File: src/rtl/instr_fetch_pkg.sv
// Shared constants and types for the instruction fetch stage: opcode field width,
// default HALT opcode and the RUN/HALTED state encoding.
package instr_fetch_pkg;

   localparam int unsigned OPCODE_BITS = 3;
   localparam logic [OPCODE_BITS-1:0] HALT_OPCODE_DEFAULT = 3'b111;

   typedef enum logic {
      StRun    = 1'b0,
      StHalted = 1'b1
   } state_e;

   // True when exactly one of the three fde strobes is asserted.
   function automatic logic strobe_one_hot(input logic f, input logic d, input logic e);
      return ({f, d, e} == 3'b100) || ({f, d, e} == 3'b010) || ({f, d, e} == 3'b001);
   endfunction

endpackage

File: src/rtl/instr_fetch_pc_counter.sv
// Program counter register: synchronous reset, load, increment with wrap, or hold.
module instr_fetch_pc_counter #(
   parameter int unsigned            WIDTH     = 5,
   parameter logic [WIDTH-1:0]       RESET_VAL = '0
) (
   input  logic             clk,
   input  logic             reset,
   input  logic             load,
   input  logic             incr,
   input  logic [WIDTH-1:0] load_value,
   output logic [WIDTH-1:0] count
);

   always_ff @(posedge clk) begin
      if (reset) begin
         count <= RESET_VAL;
      end else if (load) begin
         count <= load_value;
      end else if (incr) begin
         count <= count + 1'b1;
      end
   end

endmodule

File: src/rtl/instr_fetch.sv
// Fetch stage: owns the instruction register, RUN/HALTED state and strobe qualification.
// Define IFETCH_COUNT_EN to add the 16-bit `retired` decode counter output.
module instr_fetch
   import instr_fetch_pkg::*;
#(
   parameter int unsigned            ADDRESS_BITS = 5,
   parameter int unsigned            DATA_BITS    = 8,
   parameter logic [OPCODE_BITS-1:0] HALT_OPCODE  = HALT_OPCODE_DEFAULT,
   parameter int unsigned            RESET_PC     = 0
) (
   input  logic                    clk,
   input  logic                    reset,
   input  logic                    enable,
   input  logic                    fetch,
   input  logic                    decode,
   input  logic                    execute,
   input  logic [DATA_BITS-1:0]    mem_data,
   input  logic                    jump,
   input  logic [ADDRESS_BITS-1:0] jump_addr,
   output logic [ADDRESS_BITS-1:0] pc,
   output logic [DATA_BITS-1:0]    ir,
   output logic [OPCODE_BITS-1:0]  opcode,
   output logic [ADDRESS_BITS-1:0] operand,
   output logic                    ir_valid,
`ifdef IFETCH_COUNT_EN
   output logic [15:0]             retired,
`endif
   output logic                    halted
);

   state_e state;
   logic   qualified;
   logic   do_decode;
   logic   do_execute;
   logic   is_halt;

   // HALTED ignores every strobe, so qualification folds the state in as well.
   assign qualified  = enable && strobe_one_hot(fetch, decode, execute) && (state == StRun);
   assign do_decode  = qualified && decode;
   assign do_execute = qualified && execute;
   assign is_halt    = (mem_data[DATA_BITS-1 -: OPCODE_BITS] == HALT_OPCODE);

   instr_fetch_pc_counter #(
      .WIDTH     (ADDRESS_BITS),
      .RESET_VAL (ADDRESS_BITS'(RESET_PC))
   ) u_pc_counter (
      .clk        (clk),
      .reset      (reset),
      .load       (do_execute && jump),
      .incr       (do_decode && !is_halt),
      .load_value (jump_addr),
      .count      (pc)
   );

   always_ff @(posedge clk) begin
      if (reset) begin
         state    <= StRun;
         ir       <= '0;
         ir_valid <= 1'b0;
      end else if (do_decode) begin
         ir       <= mem_data;
         ir_valid <= 1'b1;
         if (is_halt) begin
            state <= StHalted;
         end
      end
   end

`ifdef IFETCH_COUNT_EN
   always_ff @(posedge clk) begin
      if (reset) begin
         retired <= '0;
      end else if (do_decode) begin
         retired <= retired + 16'd1;
      end
   end
`endif

   assign halted  = (state == StHalted);
   assign opcode  = ir[DATA_BITS-1 -: OPCODE_BITS];
   assign operand = ir[ADDRESS_BITS-1:0];

endmodule
File: config.mk
export PLATFORM = sky130hd
export DESIGN_NAME = instr_fetch
export DESIGN_NICKNAME = d
export VERILOG_FILES = /design/src/rtl/instr_fetch_pkg.sv /design/src/rtl/instr_fetch_pc_counter.sv /design/src/rtl/instr_fetch.sv
export SDC_FILE = /design/constraint.sdc
export NUM_CORES = 1
export LEC_CHECK = 0
export ABC_AREA = 1
export BUFFER_PORTS_ARGS = -buffer_cell sky130_fd_sc_hd__buf_2
export CORE_MARGIN = 8
export CORE_UTILIZATION = 44
export DETAILED_ROUTE_END_ITERATION = 12
export PLACE_DENSITY = 0.78
export SKIP_CTS_REPAIR_TIMING = 1
export SYNTH_ARGS = -nofsm -noshare
export SYNTH_HDL_FRONTEND = slang
export SYNTH_SLANG_ARGS = --single-unit
File: constraint.sdc
create_clock -name clk -period 1.52 [get_ports clk]
set_input_delay 0.076 -clock clk [delete_from_list [all_inputs] [get_ports clk]]
set_output_delay 0.076 -clock clk [all_outputs]
set_load 0.03 [all_outputs]
==> impl_metrics.ini <==
[synthesis]
syn_inst = 121
mappedNetlistNets = 142
synth_top_area_cell = dfxtp_1
ys_warn_count = 0
seq_area_frac_synth_pct = 35.5
yosysUniqueCellTypes = 18
syn_avg_cell_area_um2 = 7.00
synth_top_area_share_pct = 35.5
synth_area_leaders = dfxtp_1 (35%), nand2_1 (16%), buf_4 (7.1%)
synth_area_um2 = 847
synth_seq_cells = 15

[placed_design]
place_ws_ns = 0.214
io_buffers = 42
gp_congestion = 0.785
dpl.hpwl_mm = 1.73

[final_layout]
areaGrowthSynthToFinish_pct = 23.2
n_fill_cell = 209
nNetsFinal = 179
drive_gt1_share_pct = 36.3
diodes = 0

[clock_network]
cts-buffers-inserted = 3
htreeDepth = 1
clock_sinks = 15
tritoncts = yes
ctsLongestPathBuffers = 2
clkTransAtPathRegs_ns = 0.09
root_buffer = clkbuf_4
clk_latency_ns = 0.28

[global_route]
grtUsageTotal_pct = 12.9
grt_max_degree = 12
grt_pass1_vias = 843
antenna_found_initial = 0
grt_pass1_wl_mm = 3.57
grt_overflow_total = 0

[routing]
finalWirelength_mm = 2.10
vias_per_cell = 4.58
post_drt_wl_per_cell_um = 11.4
route.detailed.drc = 0
ant_nets = 0
num_vias = 843
first_iter_violations = 12
first_pass_iters = 4

[die]
die_h_um = 59.9
die_w_um = 59.9
die_area_um2 = 3590
coreArea_um2 = 1880
start_util_pct = 45.0
num_rows = 16
top_level_ports = 43

[sta]
final.setup.worst_slack_ns = 0.185
rsz0062_at_grt = false
fin_tns_setup_ns = 0
worst_pin_slew_ns = 0.260
finalSetupViolations = 0
max_freq_mhz = 749
post-route-min-period_ns = 1.34
post-route-period-util_pct = 87.8
hold_viol = 0
maxSlewViolCount = 0
fin_skew_ns = 0.00197
relSlewSlack_pct = 82.6

[worst_setup_path]
critPathMaxStageDelay_ns = 0.36
cp_data_arrival_time_ns = 1.56
path_class = reg -> reg
setup.worst_path.start_class = flip-flop
required_ns = 1.74
crit_fanout = 11
cp_cell_sequence = nor2_4 > nand4_4 > inv_2 > nand2_2 > nand3_1 > nand2_1 > nor2_1
cp-end-kind = flip-flop
cpMaxStageDelayCell = dfxtp_1
rrSetupSlack_ns = 0.18

[power]
pwr-share-clk_pct = 29.0
power.static_leakage_uw = 0.000589
combPwrFrac_pct = 18.6
p_sw_share_pct = 29.8
switching_power_uw = 235
finalPower_uw = 790
p_int_uw = 554
ir_drop_v = 0.000421
pwr-share-seq_pct = 52.4
power_density_nw_per_um2 = 757

[flow_run]
maxCapViolations = 0

[status]
outcome = completed

[min_path]
hold_path_class = in -> reg
-- power groups by stage --
| stage | Clock, uW | Combinational (uW) | Sequential (uW) |
|---|---|---|---|
| floorplan | 0 | 76.4 | 445 |
| global placement | 0 | 145 | 423 |
| detailed placement | 0 | 148 | 423 |
| CTS | 239 | 148 | 414 |
| global route | 256 | 163 | 416 |
| finish | 229 | 147 | 414 |
-- logic make-up after synthesis --
| group | count (synthesis) | share of synthesized area, % |
|---|---|---|
| DFF | 15 | 35.5 |
| and+or+nand+nor | 67 | 38.3 |
| AOI/OAI and AO/OA | 10 | 6.20 |
| adders and majority gates | 1 | 1.48 |
| buffers and inverters | 25 | 15.5 |
| xor gates and xnor gates | 3 | 3.10 |
-- area by class of cell --
class	instances	area (um2)	share of cell area, %
clock inverter	1	5.00	0.480
clock buffer	3	22.5	2.16
sequential	15	300	28.8
inverter	15	56.3	5.40
multi-input combinational	81	415	39.8
tap	27	33.8	3.24
timing repair buffer	42	210	20.1
-- critical path, delay by kind of cell (launching register included) --
kind / cells / cell delay, ns
and+or+nand+nor: 6 / 0.71
DFF: 1 / 0.36
buffers and inverters: 1 / 0.21
-- stage by stage --
step | hold slack, ns | area (um2) | util, % | cells
floorplan | 0.213 | 847 | - | 121
detailed placement | 0.337 | 1020 | 54.0 | 180
finish | 0.0342 | 1040 | 55.5 | 184
global placement | 0.330 | 1020 | 54.0 | 180
CTS | 0.0292 | 1040 | 55.5 | 184
global route | 0.0306 | 1040 | 55.5 | 184
-- per-layer routing --
layer  part of all wire (%)  up-vias  GRT usage (%)
met3                     13        4           6.02
met1                     42      366           14.0
met4                    1.4        0           5.10
met2                     43       34           20.9
li1                       -      439              -
met5                      0        -              0
-- sequential cells by signal (all words and copies together), names as in the netlist --
signal,cells
halted,1
ir,8
ir_valid,1
u_pc_counter.count,5
-- synth_stat cells (all sizes together) --
master  number
nand3        8
nor2        16
a21oi        9
nand2       40
buf         10
inv         15
o21a         1
ha           1
dfxtp       15
xor2         3
nand4        3
-- placed cells by master (no fill, tap or decap), drive strengths merged --
| master | synthesis | final |
|---|---|---|
| a21oi | 9 | 9 |
| buf | 10 | 42 |
| clkbuf | 0 | 3 |
| clkinv | 0 | 1 |
| dfxtp | 15 | 15 |
| ha | 1 | 1 |
| inv | 15 | 15 |
| nand2 | 40 | 40 |
| nand3 | 8 | 8 |
| nand4 | 3 | 3 |
| nor2 | 16 | 16 |
| o21a | 1 | 1 |
| xor2 | 3 | 3 |
-- worst paths after layout --
| kind | depth (start not counted) | to | from |
|---|---|---|---|
| worst max-delay path | 7 | u_pc_counter.count[2] | halted |
| worst min-delay path | 3 | ir[0] | mem_data[0] |
| worst max register to register | 7 | u_pc_counter.count[2] | halted |
| worst min register to register | 1 | ir_valid | ir_valid |
(Power assumes the default switching activity.)
